**src/rtl/poker_seat_controller.sv**
```systemverilog
// rtl/poker_seat_controller.sv - poker seat hand sequencer over the card-reader command interface
//
// Plays one hand per tbl_game_start: draws HAND_SIZE cards, asks the external
// evaluator for a rank, optionally discards/redraws once, re-evaluates and
// issues one betting command chosen by rank category and latched personality.
//
// Ports:
//   clk, rst                    clock, synchronous active-high reset
//   tbl_game_start/_over        table start pulse, abort/finish pulse
//   cr_cmdvld/cr_cmd/cr_wdata   card-reader command (held until cr_ack)
//   cr_ack, cr_rdata, cr_rdatavld  card-reader accept and card return
//   personality, bluff_thresh   betting style and bluff threshold, latched at start
//   eval_req/eval_hand          evaluation request pulse and packed hand
//   eval_rank/eval_keep/eval_vld   evaluation result
//   hand_rank_out, action_out   last captured rank, last issued betting command
//   busy, timeout_err           not-idle flag, sticky handshake timeout
module poker_seat_controller #(
    parameter int CARD_W      = 6,
    parameter int HAND_SIZE   = 5,
    parameter int RANK_W      = 9,
    parameter int MAX_DISCARD = 3,
    parameter int TIMEOUT     = 255
) (
    input  logic                        clk,
    input  logic                        rst,
    input  logic                        tbl_game_start,
    input  logic                        tbl_game_over,
    output logic                        cr_cmdvld,
    output logic [2:0]                  cr_cmd,
    output logic [CARD_W-1:0]           cr_wdata,
    input  logic                        cr_ack,
    input  logic [7:0]                  cr_rdata,
    input  logic                        cr_rdatavld,
    input  logic [1:0]                  personality,
    input  logic [RANK_W-1:0]           bluff_thresh,
    output logic                        eval_req,
    output logic [HAND_SIZE*CARD_W-1:0] eval_hand,
    input  logic [RANK_W-1:0]           eval_rank,
    input  logic [HAND_SIZE-1:0]        eval_keep,
    input  logic                        eval_vld,
    output logic [RANK_W-1:0]           hand_rank_out,
    output logic [2:0]                  action_out,
    output logic                        busy,
    output logic                        timeout_err
);
    localparam int SW = (HAND_SIZE > 1) ? $clog2(HAND_SIZE) : 1;
    localparam int CW = $clog2(TIMEOUT + 1);

    localparam logic [2:0] CMD_DRAW  = 3'b001;
    localparam logic [2:0] CMD_DISC  = 3'b010;
    localparam logic [2:0] CMD_CHECK = 3'b011;
    localparam logic [2:0] CMD_RAISE = 3'b100;
    localparam logic [2:0] CMD_FOLD  = 3'b101;
    localparam logic [2:0] CMD_CALL  = 3'b110;

    localparam logic [1:0] P_CONS  = 2'b00;
    localparam logic [1:0] P_BLUFF = 2'b10;
    localparam logic [1:0] P_AGG   = 2'b11;

    typedef enum logic [3:0] {
        S_IDLE, S_DRAW_CMD, S_DRAW_DATA, S_EVAL_REQ, S_EVAL_WAIT,
        S_DECIDE, S_DISC_CMD, S_ACT_CMD, S_DONE
    } state_t;

    state_t                state_q, state_nx;
    logic [SW-1:0]         slot_q, slot_nx;
    logic [HAND_SIZE-1:0]  mask_q, mask_nx;     // slots still to draw / discard
    logic [HAND_SIZE-1:0]  keep_q, disc_mask;
    logic [1:0]            pers_q;
    logic [RANK_W-1:0]     thresh_q;
    logic [CW-1:0]         wait_q;
    logic                  redraw_q, card_got_q;
    logic                  start, take_card, capture_eval, cmd_acc, act_done;
    logic                  redraw_set, wait_inc, timeout;
    logic                  cmdvld_nx;
    logic [2:0]            cmd_nx, act_cmd;
    logic [CARD_W-1:0]     wdata_nx, act_wdata;
    logic [SW:0]           nxt, first_disc;
    logic [3:0]            cat;
    int                    disc_cnt;

    // Lowest set bit of m above cur (or at cur when incl); MSB flags "found".
    function automatic logic [SW:0] find_next(input logic [HAND_SIZE-1:0] m,
                                              input logic [SW-1:0] cur,
                                              input logic incl);
        find_next = '0;
        for (int i = HAND_SIZE - 1; i >= 0; i--)
            if (m[i] && ((i > int'(cur)) || (incl && (i == int'(cur)))))
                find_next = {1'b1, SW'(i)};
    endfunction

    assign cat = hand_rank_out[RANK_W-1 -: 4];

    // Discard candidates: lowest-indexed non-contributing cards, capped.
    always_comb begin
        disc_mask = '0;
        disc_cnt  = 0;
        for (int i = 0; i < HAND_SIZE; i++) begin
            if (!keep_q[i] && (disc_cnt < MAX_DISCARD)) begin
                disc_mask[i] = 1'b1;
                disc_cnt++;
            end
        end
        first_disc = find_next(disc_mask, '0, 1'b1);
    end

    always_comb begin
        act_cmd   = CMD_CALL;
        act_wdata = '0;
        if (cat >= 4'd6) begin
            act_cmd   = CMD_RAISE;
            act_wdata = CARD_W'(3);
        end else if (cat >= 4'd3) begin
            if (pers_q == P_AGG) begin
                act_cmd   = CMD_RAISE;
                act_wdata = CARD_W'(1);
            end
        end else if (cat >= 4'd1) begin
            if (pers_q == P_CONS) act_cmd = CMD_CHECK;
        end else begin
            case (pers_q)
                P_BLUFF: begin
                    if (hand_rank_out >= thresh_q) begin
                        act_cmd   = CMD_RAISE;
                        act_wdata = CARD_W'(2);
                    end else begin
                        act_cmd = CMD_FOLD;
                    end
                end
                P_CONS:  act_cmd = CMD_FOLD;
                default: act_cmd = CMD_CHECK;
            endcase
        end
    end

    always_comb begin
        state_nx     = state_q;
        slot_nx      = slot_q;
        mask_nx      = mask_q;
        start        = 1'b0;
        take_card    = 1'b0;
        capture_eval = 1'b0;
        cmd_acc      = 1'b0;
        act_done     = 1'b0;
        redraw_set   = 1'b0;
        wait_inc     = 1'b0;
        timeout      = 1'b0;
        nxt          = '0;
        case (state_q)
            S_IDLE: begin
                if (tbl_game_start && !tbl_game_over) begin
                    start    = 1'b1;
                    slot_nx  = '0;
                    mask_nx  = '1;
                    state_nx = S_DRAW_CMD;
                end
            end
            S_DRAW_CMD: begin
                if (cr_cmdvld) begin
                    if (cr_ack) begin
                        cmd_acc   = 1'b1;
                        take_card = cr_rdatavld;
                        state_nx  = S_DRAW_DATA;
                    end else begin
                        wait_inc = 1'b1;
                    end
                end
            end
            S_DRAW_DATA: begin
                // A card already taken in the ack cycle still passes through
                // here, which also provides the gap before the next command.
                if (card_got_q || cr_rdatavld) begin
                    take_card = !card_got_q;
                    nxt       = find_next(mask_q, slot_q, 1'b0);
                    if (nxt[SW]) begin
                        slot_nx  = nxt[SW-1:0];
                        state_nx = S_DRAW_CMD;
                    end else begin
                        state_nx = S_EVAL_REQ;
                    end
                end else begin
                    wait_inc = 1'b1;
                end
            end
            S_EVAL_REQ: state_nx = S_EVAL_WAIT;
            S_EVAL_WAIT: begin
                if (eval_vld) begin
                    capture_eval = 1'b1;
                    state_nx     = S_DECIDE;
                end else begin
                    wait_inc = 1'b1;
                end
            end
            S_DECIDE: begin
                if ((MAX_DISCARD > 0) && !redraw_q && (cat <= 4'd2) && !(&keep_q)) begin
                    mask_nx  = disc_mask;
                    slot_nx  = first_disc[SW-1:0];
                    state_nx = S_DISC_CMD;
                end else begin
                    state_nx = S_ACT_CMD;
                end
            end
            S_DISC_CMD: begin
                if (cr_cmdvld) begin
                    if (cr_ack) begin
                        cmd_acc = 1'b1;
                        nxt     = find_next(mask_q, slot_q, 1'b0);
                        if (nxt[SW]) begin
                            slot_nx = nxt[SW-1:0];
                        end else begin
                            redraw_set = 1'b1;
                            nxt        = find_next(mask_q, '0, 1'b1);
                            slot_nx    = nxt[SW-1:0];
                            state_nx   = S_DRAW_CMD;
                        end
                    end else begin
                        wait_inc = 1'b1;
                    end
                end
            end
            S_ACT_CMD: begin
                if (cr_cmdvld) begin
                    if (cr_ack) begin
                        cmd_acc  = 1'b1;
                        act_done = 1'b1;
                        state_nx = S_DONE;
                    end else begin
                        wait_inc = 1'b1;
                    end
                end
            end
            S_DONE: if (tbl_game_over) state_nx = S_IDLE;
            default: state_nx = S_IDLE;
        endcase

        if (wait_inc && (wait_q == CW'(TIMEOUT - 1))) begin
            timeout  = 1'b1;
            state_nx = S_IDLE;
        end

        // Abort wins over everything, including an ack or result this cycle.
        if ((state_q != S_IDLE) && tbl_game_over) begin
            state_nx     = S_IDLE;
            take_card    = 1'b0;
            capture_eval = 1'b0;
            act_done     = 1'b0;
            redraw_set   = 1'b0;
            timeout      = 1'b0;
        end

        // An accepted command always drops valid for one cycle.
        cmdvld_nx = ((state_nx == S_DRAW_CMD) || (state_nx == S_DISC_CMD) ||
                     (state_nx == S_ACT_CMD)) && !cmd_acc;
        cmd_nx    = CMD_DRAW;
        wdata_nx  = CARD_W'(slot_nx);
        if (state_nx == S_DISC_CMD) begin
            cmd_nx = CMD_DISC;
        end else if (state_nx == S_ACT_CMD) begin
            cmd_nx   = act_cmd;
            wdata_nx = act_wdata;
        end
    end

    always_ff @(posedge clk) begin
        if (rst) begin
            state_q       <= S_IDLE;
            slot_q        <= '0;
            mask_q        <= '0;
            keep_q        <= '0;
            pers_q        <= '0;
            thresh_q      <= '0;
            wait_q        <= '0;
            redraw_q      <= 1'b0;
            card_got_q    <= 1'b0;
            cr_cmdvld     <= 1'b0;
            cr_cmd        <= '0;
            cr_wdata      <= '0;
            eval_req      <= 1'b0;
            eval_hand     <= '0;
            hand_rank_out <= '0;
            action_out    <= '0;
            busy          <= 1'b0;
            timeout_err   <= 1'b0;
        end else begin
            state_q    <= state_nx;
            slot_q     <= slot_nx;
            mask_q     <= mask_nx;
            card_got_q <= (state_q == S_DRAW_CMD) && take_card;
            if ((state_nx != state_q) || cmd_acc) wait_q <= '0;
            else if (wait_inc)                    wait_q <= wait_q + 1'b1;
            cr_cmdvld <= cmdvld_nx;
            if (cmdvld_nx) begin
                cr_cmd   <= cmd_nx;
                cr_wdata <= wdata_nx;
            end
            eval_req <= (state_nx == S_EVAL_REQ);
            busy     <= (state_nx != S_IDLE);
            if (start) begin
                eval_hand   <= '0;
                redraw_q    <= 1'b0;
                action_out  <= '0;
                timeout_err <= 1'b0;
                pers_q      <= personality;
                thresh_q    <= bluff_thresh;
            end
            if (take_card)    eval_hand[slot_q*CARD_W +: CARD_W] <= cr_rdata[CARD_W-1:0];
            if (capture_eval) begin
                hand_rank_out <= eval_rank;
                keep_q        <= eval_keep;
            end
            if (redraw_set) redraw_q    <= 1'b1;
            if (act_done)   action_out  <= cr_cmd;
            if (timeout)    timeout_err <= 1'b1;
        end
    end
endmodule

```
**config.mk**
```make
export PLATFORM = sky130hd
export DESIGN_NAME = poker_seat_controller
export DESIGN_NICKNAME = d
export VERILOG_FILES = /design/src/rtl/poker_seat_controller.sv
export SDC_FILE = /design/constraint.sdc
export NUM_CORES = 1
export LEC_CHECK = 0
export BUFFER_PORTS_ARGS = -buffer_cell sky130_fd_sc_hd__buf_4
export CAP_MARGIN = 5
export CORE_ASPECT_RATIO = 1.4
export CORE_MARGIN = 4
export CORE_UTILIZATION = 40
export DETAILED_ROUTE_END_ITERATION = 12
export PLACE_DENSITY_LB_ADDON = 0.2
export SETUP_SLACK_MARGIN = 0.05
export SYNTH_ARGS = -nofsm -noshare
export SYNTH_HDL_FRONTEND = slang
export SYNTH_SLANG_ARGS = --single-unit
```
**constraint.sdc**
```tcl
create_clock -name clk -period 3 [get_ports clk]
set_clock_uncertainty 0.1 [all_clocks]
set_input_delay 0.6 -clock clk [delete_from_list [all_inputs] [get_ports clk]]
set_output_delay 0.6 -clock clk [all_outputs]
set_load 0.03 [all_outputs]
```
# ---- After elaboration in Yosys (flattened, before gate mapping)
# Index checks and enable logic that the tools add are counted.
# W data, S select, Z words.
dict set report totals {
  regBits 93
  latch_bits 0
  ram_bits 0
  rom_bits 0
  inputBits 40
  output_inout_bits 55
  wordCells 205
  mem_count 0
}
dict set report op_classes {
  n_addsub 5
  multipliers 1
  n_div 0
  n_lt_le_gt_ge 13
  n_eq_ne 18
  shifts 2
  mux 108
  bitwise_logic 0
  reduce_logical 40
}
# operator count
set ops {}
lappend ops {{$lt A32 B3 Y1 const B} 4}
lappend ops {{$add A32 B2 Y32 const B} 3}
lappend ops {{$mux W32} 3}
lappend ops {{$mux W30} 3}
lappend ops {{$mux W4} 22}
lappend ops {{$mux W3} 25}
lappend ops {{$mux W1} 37}
lappend ops {{$pmux W4 S9} 1}
lappend ops {{$neg A6 Y34} 1}
lappend ops {{$shift A6 B34 Y30 const A} 1}
lappend ops {{$shiftx A6 B34 Y30} 1}
lappend ops {{$bwmux W30} 1}
lappend ops {{$eq A4 B3 Y1 const B} 6}
lappend ops {{$mux W6} 4}
lappend ops {{$logic_and A1 B1 Y1} 15}
lappend ops {{$eq A4 B2 Y1 const B} 3}
lappend ops {{$pmux W3 S4} 1}
lappend ops {{$mux W2} 5}
lappend ops {{$mux W5} 2}
lappend ops {{$pmux W5 S2} 1}
lappend ops {{$ge A9 B9 Y1} 1}
lappend ops {{$logic_not A1 Y1} 9}
lappend ops {{$add A8 B1 Y8 const B} 1}
lappend ops {{$eq A4 B1 Y1 const B} 2}
lappend ops {{other kinds (25)} 35}

# ---- Longest topological paths before layout
# Gate-level depths: netlist of the first run.
dict set report depth {
  word_depth 22
  depth_mapped 14
  depth_no_buf 14
}

# ---- Least setup slack after synthesis of the first run
# No wires, ideal clock.
dict set report synth_timing {
  path_type {register -> register}
  from {register slot_q[1]}
  to {register eval_hand[4]}
  setup_ns 0.065
  arrival_time_ns 3.019
  required_time_ns 2.835
  setup_slack_ns -0.184
  stages_incl_launch_ff 12
  n_path_buf 1
  period_less_slack_ns 3.184
  path_cell_list {dfxtp_1 ha_1 fa_1 xor2_1 nor3_1 ha_1 clkbuf_1 or3_1 nor2_1 a22oi_1 mux2_2 nor2_1}
}
dict set report synth_between {
  elab_chain_len 5
  word_cells_on_any_way 6
  cone_classes {add/sub: 1; mul: 1; shift: 2; mux: 2}
}
# element line
set synth_rtl {}
lappend synth_rtl {{from (decl)} 66} ;# logic [SW-1:0] slot_q, slot_nx;
lappend synth_rtl {{from (signal assigned)} 286} ;# slot_q <= slot_nx;
lappend synth_rtl {{$mul A3 B2 Y5 (*)} 306} ;# if (take_card) eval_hand[slot_q*CARD_W +: CARD_W] <= cr_rdata[CARD_W-1:0];
lappend synth_rtl {{$neg A6 Y34 (*)} 306}
lappend synth_rtl {{$shiftx A6 B34 Y30 / $shift A6 B34 Y30 (equally long branches)} 306}
lappend synth_rtl {{$bwmux W30 (*)} 306}
lappend synth_rtl {{$mux W30 (*)} 306}
lappend synth_rtl {{to (signal, indexed assignment)} 306}
lappend synth_rtl {{to (decl)} 37} ;# output logic [HAND_SIZE*CARD_W-1:0] eval_hand,
# Mark *: on every way between the ends. The rest lies on a longest branch, timed or not.
# A chain may end at the register's enable or synchronous reset.

# ---- Final worst setup path of the first run
dict set report layout_timing {
  from {register keep_q[0]}
  to {register cr_wdata[2]}
}
dict set report layout_between {
  elab_chain_len 22
  word_cells_on_any_way 41
  cone_classes {add/sub: 3; order compare: 4; eq/ne: 3; mux: 21; reduce/logical: 10}
}
# element line
set layout_rtl {}
lappend layout_rtl {{from (decl)} 68} ;# logic [HAND_SIZE-1:0] keep_q, disc_mask;
lappend layout_rtl {{from (signal assigned)} 309} ;# keep_q <= eval_keep;
lappend layout_rtl {{$mux W1} 99} ;# if (!keep_q[i] && (disc_cnt < MAX_DISCARD)) begin
lappend layout_rtl {{$lt A32 B3 Y1} 99}
lappend layout_rtl {{$logic_and A1 B1 Y1} 99}
lappend layout_rtl {{$mux W32} 99}
lappend layout_rtl {{$lt A32 B3 Y1} 99}
lappend layout_rtl {{$logic_and A1 B1 Y1} 99}
lappend layout_rtl {{$mux W32} 99}
lappend layout_rtl {{$lt A32 B3 Y1} 99}
lappend layout_rtl {{(+2 left out)} n/a}
lappend layout_rtl {{$lt A32 B3 Y1} 99}
lappend layout_rtl {{$logic_and A1 B1 Y1} 99}
lappend layout_rtl {{$mux W1} 99}
lappend layout_rtl {{$mux W3 (5 in a row)} 88} ;# if (m[i] && ((i > int'(cur)) || (incl && (i == int'(cur)))))
lappend layout_rtl {{$mux W3} 195} ;# if ((MAX_DISCARD > 0) && !redraw_q && (cat <= 4'd2) && !(&keep_q)) begin
lappend layout_rtl {{$pmux W3 S4} 149} ;# case (state_q)
lappend layout_rtl {{$mux W6} 258} ;# end else if (state_nx == S_ACT_CMD) begin
lappend layout_rtl {{$mux W6} 256} ;# if (state_nx == S_DISC_CMD) begin
lappend layout_rtl {{to (signal assigned)} 294} ;# cr_wdata <= wdata_nx;
lappend layout_rtl {{to (decl)} 30} ;# output logic [CARD_W-1:0] cr_wdata,
# Parallel ways exist; a longest one is shown, timed or not.

==> impl_metrics.json, run 1 <==
{
  "rows": 51,
  "timing.hold.worst.class": "reg2reg",
  "insertedDiodeCount": 0,
  "worst_ep_required_time_ns": 3.18,
  "startpoint_type": "flop",
  "drt.antenna.violating_nets": 0,
  "reg2reg_to": "cr_wdata[2]",
  "gpl.final_weighted_congestion": 0.902,
  "worst_pin_slew_ns": 0.814,
  "track_usage_pct": 20.8,
  "effective_utilization_at_floorplan_pct": 40.7,
  "detail_route.wl_per_cell_um": 17.2,
  "final_instance_count_excl_fillers": 994,
  "timing.critical_path.buf_inv": 2,
  "achievable-frequency_mhz": 343,
  "final-max-slew-violation-count": 0,
  "seqCellArea_um2": 1810,
  "timing.critical_path.arrival_ns": 3.10,
  "worst_setup_path_end_kind": "flop",
  "ctsHtreeMaxLevel": 3,
  "yosysTopAreaCellShare_pct": 31.8,
  "synth_cell_types": 90,
  "power_leakage_nw": 2.99,
  "numCtsBuffers": 9,
  "fin_total_pwr_mw": 2.76,
  "detailedPlace.worstSlack_ns": -0.0996,
  "fp.dieH_um": 149,
  "antenna_found_initial": 0,
  "crit_family": "adder cells",
  "timing.setup.tns_ns": 0,
  "boundaryPins": 95,
  "syn_area_per_cell_um2": 8.27,
  "clock_edge_transition_at_the_registers_on_the_reported_setup_and_hold_paths_ns": 0.08,
  "clk_path_buf_depth": 2,
  "p_per_area_nw_per_um2": 367,
  "synth_largest_area_cell": "dfxtp_1",
  "slew_headroom_pct": 45.2,
  "synth_enable_flop_cells": 0,
  "via_count": 5540,
  "holdPathStages": 2,
  "async_flop_share_pct": 0,
  "core-area_um2": 13900,
  "fillerInstances": 1364,
  "tritoncts": "built",
  "global_route.overflow_total": 0,
  "cell_with_the_most_instances_after_synthesis": "dfxtp_1",
  "layout-area-overhead-vs-synth_pct": 32.9,
  "grt_pass1_vias": 5550,
  "stdcell_area_um2": 7520,
  "drtPass1Iterations": 6,
  "setup_slack_ns": 0.0853,
  "unrepaired_setup_endpoints_after_global_routing": "true",
  "timing.final.crit_share_pct": 97.2,
  "startpoint": "keep_q[0]",
  "design.die.area_um2": 16100,
  "detailed_place.area_um2": 6780,
  "worst_skew_pair.late_latency_ns": 0.35,
  "synthesis.instances": 684,
  "io_buffers": 89,
  "worstSetupEndpoint": "cr_wdata[2]",
  "finalWorstPathRequiredPeriod_ns": 2.91,
  "synth-seq-area-share_pct": 31.8,
  "synth_top_flop_cell": "dfxtp_1",
  "most_common_library_cells_after_synthesis": "dfxtp_1 (90), nand2_1 (76), nor2_1 (74)",
  "worstPathMaxFanout": 3,
  "slowest_cell_on_crit_path": "fa_1",
  "drt-total-wl_mm": 17.1,
  "outcome": "finished clean",
  "nNetsFinal": 874,
  "drc_errors": 0,
  "grt_first_pass_wirelength_mm": 26.8,
  "cap_viol_max_count": 0,
  "register_bit_count_reported_by_yosys": 90,
  "drtIter0Drc": 235,
  "final_hold_viol_count": 0,
  "cp.depth": 12,
  "post_synth_main_area_contributors": "dfxtp_1 (32%), ha_1 (6.2%), nand2_1 (5.0%), nor2_1 (4.9%), a21oi_1 (4.0%)",
  "path_class": "reg2reg",
  "power.ir.vdd_worst_v": 0.000271,
  "setup_violations": 0,
  "reg2reg_setup_slack_ns": 0.09,
  "post-place-cells": 969,
  "viasPerCell": 5.57,
  "crit_path_max_incr_delay_ns": 0.56,
  "grt_start_max_net_pins": 53,
  "rr_startpoint": "keep_q[0]",
  "horizontal_die_dimension_um": 109,
  "drive_above_1_share_pct": 33.0,
  "clock-root-buffer": "clkbuf_16",
  "place_hpwl_mm": 12.8,
  "netlist_area_um2": 5660,
  "numClockSinks": 90,
  "worstRegToRegCells": 12,
  "crit_path_cell_trace": "fa_1, inv_1, ha_1, inv_1, ha_1, a21oi_1, nor2_1, a311o_1, or4_4, a31oi_4, nand2_1, o21ai_2",
  "area_of_combinational_cells_with_multiple_inputs_um2": 3910,
  "ys.warnings.count": 0
}
[registers in the layout (all words and copies together), names as in the netlist, 3 cells and up]
register and flops:
state_q 4, wait_q 8, action_out 3, eval_hand 30, cr_cmd 3, slot_q 3
keep_q 5, cr_wdata 3, thresh_q 9, hand_rank_out 9, mask_q 5
[placed cells by master, fill, tap and decap left out, drive strengths merged, types with 7 or more instances in the layout]
cell type    n
a211oi       9
a21oi       46
a22oi        9
a31oi       11
and3         8
buf        147
clkbuf      10
dfxtp       90
ha          28
inv         28
mux2        16
mux2i       19
nand2       76
nand3       23
nand4        7
nor2        75
nor2b       10
nor3        29
o21ai       28
or2          8
xnor2        7
xor2         9
[final cells by class]
cell class	instances	share of cell area (%)
multi-input cells	530	52.0
flip-flops and latches	90	24.1
repair buffers	148	15.3
well taps	185	3.08
clock buffers	9	2.99
inverters	25	1.33
clock inverters	7	1.20
[timing repair]
item,in CTS,in global routing
gates resized for setup,8,65
setup buffers,1,7
hold buffers,0,0
endpoints found under the setup margin,20,37
gates cloned,0,1
pin swaps,2,26
[how the worst min path moves through the flow]
stage | startpoint | end | slack (ns)
2_1_floorplan | thresh_q[1] | thresh_q[1] | 0.34
3_3_place_gp | thresh_q[6] | thresh_q[6] | 0.34
3_5_place_dp | thresh_q[5] | thresh_q[5] | 0.35
4_1_cts | thresh_q[5] | thresh_q[5] | 0.36
5_1_grt | eval_rank[3] | hand_rank_out[3] | 0.37
6_report | thresh_q[6] | thresh_q[6] | 0.36
[where the power goes]
part           total (mW)  internal, mW  switching [mW]
sequential           1.24          1.21          0.0227
combinational       0.322         0.128           0.193
clock                1.20         0.667           0.537
[tightest hold or removal path, delay by kind of cell, from the launching register on]
family | cells | cell delay (ns)
and+or+nand+nor | 1 | 0.05
DFF | 1 | 0.31
AOI/OAI and AO/OA | 1 | 0.05
[layer usage]
| layer | vias up | GRT usage (%) | share of wire, % | wire length [µm] |
|---|---|---|---|---|
| met1 | 2655 | 21.6 | 37 | 6390 |
| met4 | 0 | 10.3 | 3.7 | 637 |
| li1 | 2701 | - | - | - |
| met2 | 143 | 40.2 | 56 | 9480 |
| met3 | 41 | 2.30 | 3.3 | 571 |
| met5 | - | 0 | 0 | 0 |
[through the flow]
step	hold slack, ns	util, %
after global placement	0.344	48.7
after detailed placement	0.348	48.7
after global routing	0.374	54.1
after CTS	0.359	51.2
after floorplan	0.336	-
final	0.359	54.1
[cells by family after synthesis]
kind of cell / count (synthesis) / synth area share [%]
mux: 35 / 6.54
flops: 90 / 31.8
buf+inv: 66 / 5.00
compound gates: 160 / 20.5
other cells: 2 / 0.133
simple gates: 285 / 26.4
xor+xnor: 16 / 2.74
fa+ha+maj: 30 / 6.90
Power figures use the tool's default switching activity.
==> run 2: changes to the inputs <==
--- a/config.mk
+++ b/config.mk
@@ -9,7 +9,7 @@
 export CAP_MARGIN = 5
 export CORE_ASPECT_RATIO = 1.4
 export CORE_MARGIN = 4
-export CORE_UTILIZATION = 40
+export CORE_UTILIZATION = 52
 export DETAILED_ROUTE_END_ITERATION = 12
 export PLACE_DENSITY_LB_ADDON = 0.2
 export SETUP_SLACK_MARGIN = 0.05
==> impl_metrics.json, run 2 (synthesized netlist as in run 1, its figures left out) <==
{
  "finalWorstPathRequiredPeriod_ns": 2.97,
  "numClockSinks": 90,
  "area_of_combinational_cells_with_multiple_inputs_um2": 3940,
  "slew_headroom_pct": 55.0,
  "detail_route.wl_per_cell_um": 18.0,
  "drtPass1Iterations": 5,
  "worst_setup_path_end_kind": "flop",
  "holdPathStages": 2,
  "largest_regs": "eval_hand x30, hand_rank_out x9, thresh_q x9",
  "horizontal_die_dimension_um": 96.2,
  "numCtsBuffers": 9,
  "drt-total-wl_mm": 17.1,
  "nNetsFinal": 874,
  "worst_hold_path.endpoint": "thresh_q[8]",
  "drtIter0Drc": 294,
  "tritoncts": "built",
  "rr_startpoint": "keep_q[1]",
  "worst_pin_slew_ns": 0.675,
  "number_of_flip_flops_under_the_largest_register_name": 30,
  "clock-root-buffer": "clkbuf_16",
  "p_per_area_nw_per_um2": 361,
  "grt_pass1_vias": 5461,
  "rows": 44,
  "fillerInstances": 867,
  "timing.hold.worst.start": "thresh_q[8]",
  "ctsHtreeMaxLevel": 3,
  "antenna_found_initial": 0,
  "most_frequent_cells_in_the_layout": "buf_4 (143), dfxtp_1 (82), nand2_1 (75), nor2_1 (67), a21oi_1 (41)",
  "final_hold_viol_count": 0,
  "startpoint": "keep_q[1]",
  "core-area_um2": 10500,
  "place_hpwl_mm": 12.4,
  "io_buffers": 89,
  "timing.hold.worst.class": "reg2reg",
  "fp.dieH_um": 131,
  "clock_edge_transition_at_the_registers_on_the_reported_setup_and_hold_paths_ns": 0.07,
  "layout-area-overhead-vs-synth_pct": 31.8,
  "via_count": 5617,
  "drt.antenna.violating_nets": 0,
  "global_route.overflow_total": 0,
  "timing.setup.tns_ns": 0,
  "path_class": "reg2reg",
  "effective_utilization_at_floorplan_pct": 53.8,
  "most_common_cell_after_layout_fill_and_taps_aside": "buf_4",
  "reg2reg_setup_slack_ns": 0.03,
  "boundaryPins": 95,
  "worst_ep_required_time_ns": 3.17,
  "worstRegToRegCells": 12,
  "drive_above_1_share_pct": 34.0,
  "outcome": "finished clean",
  "clk_path_buf_depth": 2,
  "registers.top_by_ff_count": "eval_hand",
  "power.ir.vdd_worst_v": 0.000364,
  "startpoint_type": "flop",
  "reg2reg_to": "cr_wdata[2]",
  "cap_viol_max_count": 0,
  "gpl.final_weighted_congestion": 1.04,
  "seqCellArea_um2": 1810,
  "grt_start_max_net_pins": 63,
  "power_leakage_nw": 2.99,
  "setup_violations": 0,
  "worst_skew_pair.late_latency_ns": 0.35,
  "viasPerCell": 5.93,
  "insertedDiodeCount": 0,
  "timing.final.crit_share_pct": 98.8,
  "timing.critical_path.arrival_ns": 3.14,
  "unrepaired_setup_endpoints_after_global_routing": "true",
  "design.die.area_um2": 12600,
  "worstPathMaxFanout": 3,
  "final_core_utilization_pct": 70.9,
  "grt_first_pass_wirelength_mm": 26.4,
  "drc_errors": 0,
  "track_usage_pct": 26.3,
  "achievable-frequency_mhz": 337,
  "final-max-slew-violation-count": 0
}
==> run 2: area by class of cell <==
type                       instances  share of cell area (%)
sequential                        90                    24.3
inverter                          25                    1.34
timing repair buffer             148                    15.2
clock inverter                     6                   0.755
clock buffer                      10                    3.20
multi-input combinational        530                    52.9
tap                              138                    2.32
==> run 2: worst max-delay path by stage <==
stage | to | slack, ns | depth (start not counted)
floorplan | eval_hand[4] | 0.05 | 11
finish | cr_wdata[2] | 0.03 | 12
detailed placement | eval_hand[28] | -0.02 | 10
CTS | cr_wdata[2] | 0.04 | 12
global route | cr_wdata[2] | -0.04 | 12
global placement | cr_wdata[2] | 0.008 | 14
==> run 2: timing repair <==
action                     4_1_cts  5_1_grt
setup endpoints to repair       22       30
hold buffers                     0        0
setup buffers                    3       10
gates resized for setup         17       62
pin swaps                        3       19
==> run 2: worst max-delay path, cell delays in order, from the launching register on <==
cell,delay (ns)
dfxtp_2,0.34
fa_1,0.58
inv_2,0.07
ha_4,0.16
inv_2,0.05
ha_4,0.19
a21oi_2,0.10
nor2_1,0.05
a311o_1,0.30
or4_4,0.51
a31oi_4,0.22
nand2_1,0.08
o21ai_1,0.14
==> run 2: per-stage QoR <==
step / hold slack [ns] / instances / instance area (µm²) / power [mW] / setup slack [ns]
6_report: 0.355 / 947 / 7460 / 2.69 / 0.0346
5_1_grt: 0.368 / 947 / 7460 / 2.79 / -0.0363
4_1_cts: 0.356 / 937 / 7070 / 2.70 / 0.0445
3_5_place_dp: 0.347 / 918 / 6690 / 1.57 / -0.0204
3_3_place_gp: 0.344 / 918 / 6690 / 1.56 / 0.00758
2_1_floorplan: 0.336 / 686 / 5690 / 1.46 / 0.0501
==> run 2: per-layer routing <==
layer	GRT usage (%)	wire length (µm)	vias to the layer above
met5	0	0	-
li1	-	-	2704
met3	3.38	706	54
met1	28.1	6200	2677
met2	47.6	9270	182
met4	15.1	916	0
==> run 2: report_power, final <==
part | internal (mW) | switching [mW] | leakage, nW
sequential | 1.21 | 0.0219 | 0.732
clock | 0.605 | 0.536 | 0.144
combinational | 0.128 | 0.191 | 2.11
total | 1.95 | 0.749 | 2.99
